<file path="config.mk">
export PLATFORM = sky130hd
export DESIGN_NAME = level_map_reader
export DESIGN_NICKNAME = d
export VERILOG_FILES = /design/src/rtl/level_pkg.sv /design/src/rtl/rd_fifo2.sv /design/src/rtl/level_map_reader.sv
export SDC_FILE = /design/constraint.sdc
export NUM_CORES = 1
export LEC_CHECK = 0
export BUFFER_PORTS_ARGS = -buffer_cell sky130_fd_sc_hd__buf_4
export CAP_MARGIN = 20
export CORE_MARGIN = 1.5
export CORE_UTILIZATION = 36
export DETAILED_ROUTE_END_ITERATION = 7
export PLACE_DENSITY_LB_ADDON = 0.12
export SLEW_MARGIN = 20
export SYNTH_ARGS = -nofsm -noshare
export SYNTH_HDL_FRONTEND = slang
export SYNTH_SLANG_ARGS = --single-unit
</file>
<file path="constraint.sdc">
create_clock -name clk_i -period 3.8 [get_ports clk_i]
set_input_delay 0.38 -clock clk_i [delete_from_list [all_inputs] [get_ports clk_i]]
set_output_delay 0.38 -clock clk_i [all_outputs]
set_load 0.005 [all_outputs]
</file>
<file path="src/rtl/level_pkg.sv">
// Shared sizes and FSM encoding for the level memory read side.
// The writer and reader agree on these so one scan covers the whole map.
package level_pkg;

    localparam int LEVEL_ADDR_W = 6;
    localparam int LEVEL_DEPTH  = 1 << LEVEL_ADDR_W;
    localparam int LEVEL_DATA_W = 16;

    typedef enum logic [1:0] {
        RD_IDLE,
        RD_SCAN,
        RD_DRAIN
    } rd_state_t;

endpackage

</file>
<file path="src/rtl/rd_fifo2.sv">
// Two-entry FIFO holding {index, data} pairs between the RAM return and the consumer.
// Slot 0 is always the head, so the head can drive the outputs with no read mux.
module rd_fifo2 #(
    parameter int WIDTH = 22
) (
    input  logic             clk_i,
    input  logic             rst_ni,
    input  logic             push_i,
    input  logic [WIDTH-1:0] push_entry_i,
    input  logic             pop_i,
    input  logic             flush_i,
    output logic [WIDTH-1:0] head_o,
    output logic [1:0]       count_o
);

    logic [WIDTH-1:0] slot0_q;
    logic [WIDTH-1:0] slot1_q;
    logic [1:0]       count_q;

    // Pop shifts slot 1 forward; a push lands in the first free slot after that shift.
    always_ff @(posedge clk_i or negedge rst_ni) begin
        if (!rst_ni) begin
            slot0_q <= '0;
            slot1_q <= '0;
            count_q <= 2'd0;
        end else if (flush_i) begin
            count_q <= 2'd0;
        end else begin
            case ({push_i, pop_i})
                2'b11: begin
                    if (count_q == 2'd2) begin
                        slot0_q <= slot1_q;
                        slot1_q <= push_entry_i;
                    end else begin
                        slot0_q <= push_entry_i;
                    end
                end
                2'b10: begin
                    if (count_q == 2'd0) begin
                        slot0_q <= push_entry_i;
                    end else begin
                        slot1_q <= push_entry_i;
                    end
                    count_q <= count_q + 2'd1;
                end
                2'b01: begin
                    slot0_q <= slot1_q;
                    count_q <= count_q - 2'd1;
                end
                default: ;
            endcase
        end
    end

    assign head_o  = slot0_q;
    assign count_o = count_q;

endmodule

</file>
<file path="src/rtl/level_map_reader.sv">
// Once per frame, streams all level RAM entries with their index to the render/collision logic.
// A busy writer blocks new scans and aborts a running one.
module level_map_reader
    import level_pkg::*;
#(
    parameter int DATA_W = LEVEL_DATA_W,
    parameter int ADDR_W = LEVEL_ADDR_W,
    parameter int DEPTH  = LEVEL_DEPTH
) (
    input  logic              clk_i,
    input  logic              rst_ni,
    input  logic              vs_i,
    input  logic              write_begin_i,
    output logic              rd_en_o,
    output logic [ADDR_W-1:0] rd_addr_o,
    input  logic [DATA_W-1:0] rd_data_i,
    output logic              ent_valid_o,
    input  logic              ent_ready_i,
    output logic [DATA_W-1:0] ent_data_o,
    output logic [ADDR_W-1:0] ent_index_o,
    output logic              busy_o,
    output logic              frame_done_o,
    output logic              aborted_o,
    output logic              skipped_o
);

    localparam logic [ADDR_W-1:0] LAST_ADDR = ADDR_W'(DEPTH - 1);

    rd_state_t          state_q, state_d;
    logic [ADDR_W-1:0]  addr_q, addr_d;
    logic [ADDR_W-1:0]  tagAddr_q;
    logic               inflight_q;
    logic               aborted_q;
    logic               vsMeta_q, vsSync_q, vsPrev_q;

    logic               vsEdge;
    logic               abort;
    logic               pop;
    logic               issue;
    logic               lastIssue;
    logic [2:0]         occupancy;
    logic [1:0]         fifoCount;
    logic [ADDR_W+DATA_W-1:0] fifoHead;

    assign vsEdge    = vsSync_q & ~vsPrev_q;
    assign abort     = (state_q != RD_IDLE) & write_begin_i;
    assign pop       = ent_valid_o & ent_ready_i;
    assign occupancy = {1'b0, fifoCount} + {2'b00, inflight_q};
    // A pop in the same cycle frees a slot, which keeps one issue per cycle at full throughput.
    assign issue     = (state_q == RD_SCAN) && !write_begin_i &&
                       (occupancy < (3'd2 + {2'b00, pop}));
    assign lastIssue = issue && (addr_q == LAST_ADDR);

    assign frame_done_o = (state_q == RD_DRAIN) && !write_begin_i && pop &&
                          (ent_index_o == LAST_ADDR);

    always_comb begin
        state_d = state_q;
        addr_d  = addr_q;
        case (state_q)
            RD_IDLE: begin
                if (vsEdge && !write_begin_i) begin
                    state_d = RD_SCAN;
                    addr_d  = '0;
                end
            end
            RD_SCAN: begin
                if (abort) begin
                    state_d = RD_IDLE;
                end else if (lastIssue) begin
                    state_d = RD_DRAIN;
                end else if (issue) begin
                    addr_d = addr_q + 1'b1;
                end
            end
            RD_DRAIN: begin
                if (abort || frame_done_o) begin
                    state_d = RD_IDLE;
                end
            end
            default: state_d = RD_IDLE;
        endcase
    end

    always_ff @(posedge clk_i or negedge rst_ni) begin
        if (!rst_ni) begin
            state_q    <= RD_IDLE;
            addr_q     <= '0;
            tagAddr_q  <= '0;
            inflight_q <= 1'b0;
            aborted_q  <= 1'b0;
            vsMeta_q   <= 1'b0;
            vsSync_q   <= 1'b0;
            vsPrev_q   <= 1'b0;
        end else begin
            state_q    <= state_d;
            addr_q     <= addr_d;
            inflight_q <= issue;
            aborted_q  <= abort;
            vsMeta_q   <= vs_i;
            vsSync_q   <= vsMeta_q;
            vsPrev_q   <= vsSync_q;
            if (issue) begin
                tagAddr_q <= addr_q;
            end
        end
    end

    // An abort drops the in-flight return and flushes whatever is queued.
    rd_fifo2 #(
        .WIDTH(ADDR_W + DATA_W)
    ) u_fifo (
        .clk_i       (clk_i),
        .rst_ni      (rst_ni),
        .push_i      (inflight_q & ~abort),
        .push_entry_i({tagAddr_q, rd_data_i}),
        .pop_i       (pop),
        .flush_i     (abort),
        .head_o      (fifoHead),
        .count_o     (fifoCount)
    );

    assign ent_valid_o = (fifoCount != 2'd0);
    assign ent_index_o = fifoHead[DATA_W +: ADDR_W];
    assign ent_data_o  = fifoHead[DATA_W-1:0];
    assign rd_en_o     = issue;
    assign rd_addr_o   = addr_q;
    assign busy_o      = (state_q != RD_IDLE);
    assign aborted_o   = aborted_q;
    assign skipped_o   = vsEdge & ((state_q != RD_IDLE) | write_begin_i);

endmodule

</file>
# Word-level counts from Yosys, hierarchy flattened
# Cells that the tools add are included.
[word_totals]
reg_bits = 65
input_bits = 21
out_inout_bits = 34
wordCells = 81
[op_classes]
n_addsub = 5
order_cmp = 1
n_eq_ne = 17
muxes = 18
bitwise_logic = 8
reduce_logical = 21
[op_table]
columns = ["cell", "count"]
rows = [
  ["$mux 22", 4],
  ["$pmux 22 s3", 1],
  ["$pmux 22 s2", 1],
  ["$mux 6", 4],
  ["$eq 6x6->1 const B", 2],
  ["$pmux 6 s2", 1],
  ["$mux 2", 5],
  ["$ne 2x2->1 const B", 5],
  ["$eq 2x2->1 const B", 4],
  ["$reduce_bool 2->1", 4],
  ["$logic_and 1x1->1", 7],
  ["$add 6x1->6 const B", 1],
  ["$ne 2x1->1 const B", 3],
  ["$pmux 2 s3", 1],
  ["$reduce_and 3->1", 2],
  ["$reduce_bool 3->1", 2],
  ["$and 1x1->1", 5],
  ["$reduce_and 5->1", 1],
  ["$eq 2x1->1 const B", 2],
  ["$logic_not 2->1", 2],
  ["$pmux 2 s2", 1],
  ["$reduce_and 4->1", 1],
  ["$add 2x1->3", 1],
  ["$add 2x1->3 const A", 1],
  ["other kinds (8)", 9],
]

# Depth between registers and ports, before layout
[logic_depth]
ltp_word = 9
mapped_depth = 11
depth_no_buf = 7

# By module
# Synthesis repeated with hierarchy kept, for this count alone.
[hier_totals]
hier_cells = 301
area_unflattened_um2 = 3495.9
[modules_own_cells]
columns = ["module", "n_inst", "cells_each", "area_per_inst_um2", "seq_area_each_um2"]
rows = [
  ["rd_fifo2", 1, 224, 2539.9, 1151.1],
  ["level_map_reader", 1, 77, 955.9, 475.5],
]

# Worst setup path before layout
# No wires, ideal clock.
[synth_timing]
path_kind = "flip-flop to flip-flop"
startpoint = "register state_q[0]"
endpoint = "register u_fifo.slot1_q[10]"
setup_time_ps = 125
arrival_ps = 2164
t_required_ps = 3675
setup_slack_ps = 1511
stages_incl_launch_ff = 11
synth_period_minus_slack_ps = 2289
path_cell_list = "dfrtp_1 o21ai_1 and2_1 ha_1 clkbuf_1 inv_1 mux2i_1 and3_1 clkbuf_1 buf_2 mux2_2"
[synth_between]
elab_chain_cells = 7
[synth_rtl]
columns = ["element", "line_no", "rtl"]
rows = [
  ["start: declaration", "level_map_reader.sv:29", "rd_state_t state_q, state_d;"],
  ["start signal: assignment", "level_map_reader.sv:96", "state_q <= state_d;"],
  ["$reduce_bool 2->1 *", "level_map_reader.sv:46", "assign abort = (state_q != RD_IDLE) & write_begin_i;"],
  ["$and 1x1->1 *", "level_map_reader.sv:46", ""],
  ["$not 1->1 (no source line) *", "n/a", ""],
  ["$and 1x1->1", "level_map_reader.sv:115", ".push_i (inflight_q & ~abort),"],
  ["$eq 2x2->1", "rd_fifo2.sv:29", "case ({push_i, pop_i})"],
  ["$ne 2x2->1 (no source line), or another cell as far along", "n/a", ""],
  ["$reduce_and 4->1 (no source line)", "n/a", ""],
  ["end signal: assignment", "rd_fifo2.sv:33", "slot1_q <= push_entry_i;"],
  ["end signal: assignment", "rd_fifo2.sv:42", "slot1_q <= push_entry_i;"],
  ["end: declaration", "rd_fifo2.sv:17", "logic [WIDTH-1:0] slot1_q;"],
]
# Every way passes the cells marked *; elsewhere a longest branch is shown, timed or not.
# A chain may end at the register's enable or synchronous reset.

# Worst setup path after layout
[layout_timing]
startpoint = "register state_q[1]"
endpoint = "register u_fifo.slot0_q[16], in the netlist u_fifo.head_o[16]"
[layout_between]
elab_chain_cells = 7
[layout_rtl]
columns = ["element", "line_no", "rtl"]
rows = [
  ["$reduce_bool 2->1 *", "level_map_reader.sv:46", ""],
  ["$and 1x1->1 *", "level_map_reader.sv:46", ""],
  ["$not 1->1 (no source line) *", "n/a", ""],
  ["$and 1x1->1", "level_map_reader.sv:115", ""],
  ["$eq 2x2->1 / $eq 2x1->1 (equally long branches)", "rd_fifo2.sv:29", ""],
  ["$ne 2x1->1 (no source line) / $reduce_bool 3->1 (equally long branches)", "n/a", ""],
  ["$reduce_and 3->1 (no source line)", "n/a", ""],
  ["end signal: assignment", "rd_fifo2.sv:32", "slot0_q <= slot1_q;"],
  ["end signal: assignment", "rd_fifo2.sv:35", "slot0_q <= push_entry_i;"],
  ["end signal: assignment", "rd_fifo2.sv:40", "slot0_q <= push_entry_i;"],
  ["end: declaration", "rd_fifo2.sv:16", "logic [WIDTH-1:0] slot0_q;"],
]
# Marks and branches as above.

==> metrics.yaml <==
flow_run:
  drv_cap: 0
place:
  portBuffers: 54
  place_ws_ns: 1.22
  dp_hpwl_um: 4820
  place.gp.congestion: 0.790
min_path:
  hold_path_class: "input pin to async pin"
pwr:
  peakVddDrop_v: 0.000239
  power.leakage_nw: 1.90
  power_density_nw_per_um2: 717
yosys:
  synth-main-ff-cell: "dfrtp_1"
  netlist_top_cells_area: "dfrtp_1, mux2_2, a221oi_1"
  syn-num-nets: 330
  ys_ff_latch: 65
  synth_cell_type_count: 45
  synth_area_leader_cell: "dfrtp_1"
  async_flop_share_pct: 100
  syn_inst: 303
  synth_edf_count: 0
  yosys_warnings: 0
  synth-seq-area-share_pct: 49.1
  synth_area_um2: 3310
  syn_area_per_cell_um2: 10.9
  synth_top_cell_area_share_pct: 49.1
clock_network:
  cts_hold_repair.buffers: 0
  cts_resized: 0
  cts_root_buffer: "clkbuf_8"
  h-tree-depth: 3
  cts_made_buffers: 9
  cts_tree: "yes"
  clk_latency_ns: 0.34
  clk_pin_slew_ns: 0.08
  clkSinkCount: 65
  post-cts-setup-buffers: 0
  clk_path_buf_depth: 2
global_routing:
  grt_max_degree: 66
  grt_pass1_vias: 2514
  grt_overflow: 0
  grt_use_total_pct: 16.6
  antenna_found_initial: 0
  grt_pass1_wl_um: 12800
final_layout:
  drive_gt1_share_pct: 32.0
  nFillCells: 833
  nets: 375
  multiInputGateArea_um2: 1550
  diodes: 0
  regArea_um2: 1630
  area_delta_synth_final_pct: 20.6
detailed_routing:
  drc: 8
  wl_per_cell_um: 16.7
  num_vias: 2576
  dr.first_iter.drc_count: 156
  antenna_left: 0
  avgViaCountPerCell: 5.59
  dr.pass1.iters: 8
  wl_um: 7710
sta:
  rsz0062_at_grt: "no"
  maxSlewHeadroom_pct: 29.0
  hold_viol: 0
  max_freq_ghz: 0.376
  tns_ns: 0
  fin_crit_ns: 2.66
  setup_viol: 0
  timing.final.ws_setup_ns: 1.14
  slew_violations: 0
  min_period_over_period_pct: 70.1
  fin_skew_ns: 0.0122
  tightest_slew_ns: 1.06
critical_path:
  worstPathArrival_ns: 2.95
  cp_slowest_stage_delay_ns: 0.71
  crit_required_ns: 4.09
  crit_family: "compound AO/OA/AOI/OAI gates"
  critPathSlowestCell: "ha_1"
  crit_chain: "o21ai_1 -> and2_1 -> ha_1 -> buf_4 -> a221oi_1 -> a311oi_1 -> a21o_1"
  crit_path_end_kind: "flop"
  cp_max_fo: 26
  critPathKind: "flop to flop"
  crit_buf_inv: 1
  start_kind: "flop"
die:
  std_cell_rows: 34
  coreArea_um2: 8810
  die_area_um2: 9780
  die_h_um: 98.9
  ioPinCount: 55
  initial_core_util_pct: 37.6
  die_w_um: 98.9
outcome:
  status: "finished, violations left"
  violations: "design-rule violations"
Yosys cell counts (2+ instances only):
cell type,instances
dfrtp_1,65
nand2_1,48
mux2_2,23
a21o_1,21
a221oi_1,21
a311oi_1,21
clkbuf_1,14
nor2_1,9
buf_2,7
ha_1,6
inv_1,6
mux2_4,6
a31oi_1,5
a21oi_1,4
and3_1,4
o21ai_0,4
mux2i_1,3
nand3_1,3
a41oi_1,2
and2_1,2
buf_6,2
nand2b_1,2
o21ai_1,2
or3_1,2
where the power goes:
group	total, mW	leakage, nW	switching (mW)	internal (mW)
combinational	1.08	0.963	0.533	0.550
clock	0.635	0.105	0.279	0.356
sequential	1.15	0.832	0.204	0.941
logic make-up (layout without fill, tap and decap cells):
family,count (synthesis),in the layout,synth area share (%)
DFF,65,65,49.1
and+or+nand+nor,82,82,11.8
adders and majority gates,6,6,2.27
AOI/OAI and AO/OA,85,85,20.5
muxes,32,32,11.5
buffers and inverters,31,81,4.31
xor gates and xnor gates,2,2,0.529
worst reg2reg max path, delay by kind of cell, from the launching register on:
| family | cells | cell delay, ns |
|---|---|---|
| simple gates | 1 | 0.23 |
| buf+inv | 1 | 0.40 |
| fa+ha+maj | 1 | 0.71 |
| compound gates | 4 | 0.73 |
| flops | 1 | 0.55 |
layer usage:
metal | wire, um | track usage [%] | part of all wire [%]
met5 | 0 | 0 | 0
met4 | 71 | 6.59 | 0.92
met3 | 272 | 2.91 | 3.5
met2 | 3690 | 26.1 | 48
met1 | 3680 | 22.7 | 48
flip-flops by register name, indices dropped and copies added, names as in the netlist, 2 cells and up:
| name | count |
|---|---|
| rd_addr_o | 6 |
| state_q | 2 |
| tagAddr_q | 6 |
| u_fifo.count_o | 2 |
| u_fifo.head_o | 22 |
| u_fifo.slot1_q | 22 |
cell type report:
type	count	share of cell area (%)
timing repair buffer	58	10.9
sequential	65	40.8
tap	108	3.39
clock inverter	4	1.25
inverter	7	0.721
clock buffer	12	4.14
multi-input combinational	207	38.8
placed cells by master (no fill, tap or decap), types with 4 or more instances in the layout:
cell and count:
mux2_4 6, a311oi_1 21, a21oi_1 4, clkbuf_8 12, buf_4 58, inv_1 6
and3_1 4, nand2_1 48, a31oi_1 5, a21o_1 21, ha_1 6, o21ai_0 4
a221oi_1 21, nor2_1 9, mux2_2 23, dfrtp_1 65
through the flow:
step	std cells	area (um^2)	hold WS [ns]	power, mW	util [%]
2_1_floorplan	303	3310	0.0844	1.85	-
3_3_place_gp	445	3780	0.333	2.23	42.9
3_5_place_dp	445	3780	0.335	2.25	42.9
4_1_cts	461	3990	0.123	2.90	45.3
5_1_grt	461	3990	0.123	3.06	45.3
6_report	461	3990	0.117	2.86	45.3
final timing paths:
kind	end	cells past startpoint	slack [ns]	start
setup reg to reg	u_fifo.head_o[16]	7	1.14	state_q[1]
hold / removal	u_fifo.head_o[1]	1	0.12	rst_ni
min in group clk_i	vsMeta_q	1	0.14	vs_i
max in group asynchronous	u_fifo.slot1_q[8]	1	3.12	rst_ni
setup / recovery	u_fifo.head_o[16]	7	1.14	state_q[1]
hold reg to reg	vsSync_q	0	0.35	vsMeta_q
(Power assumes the default switching activity.)
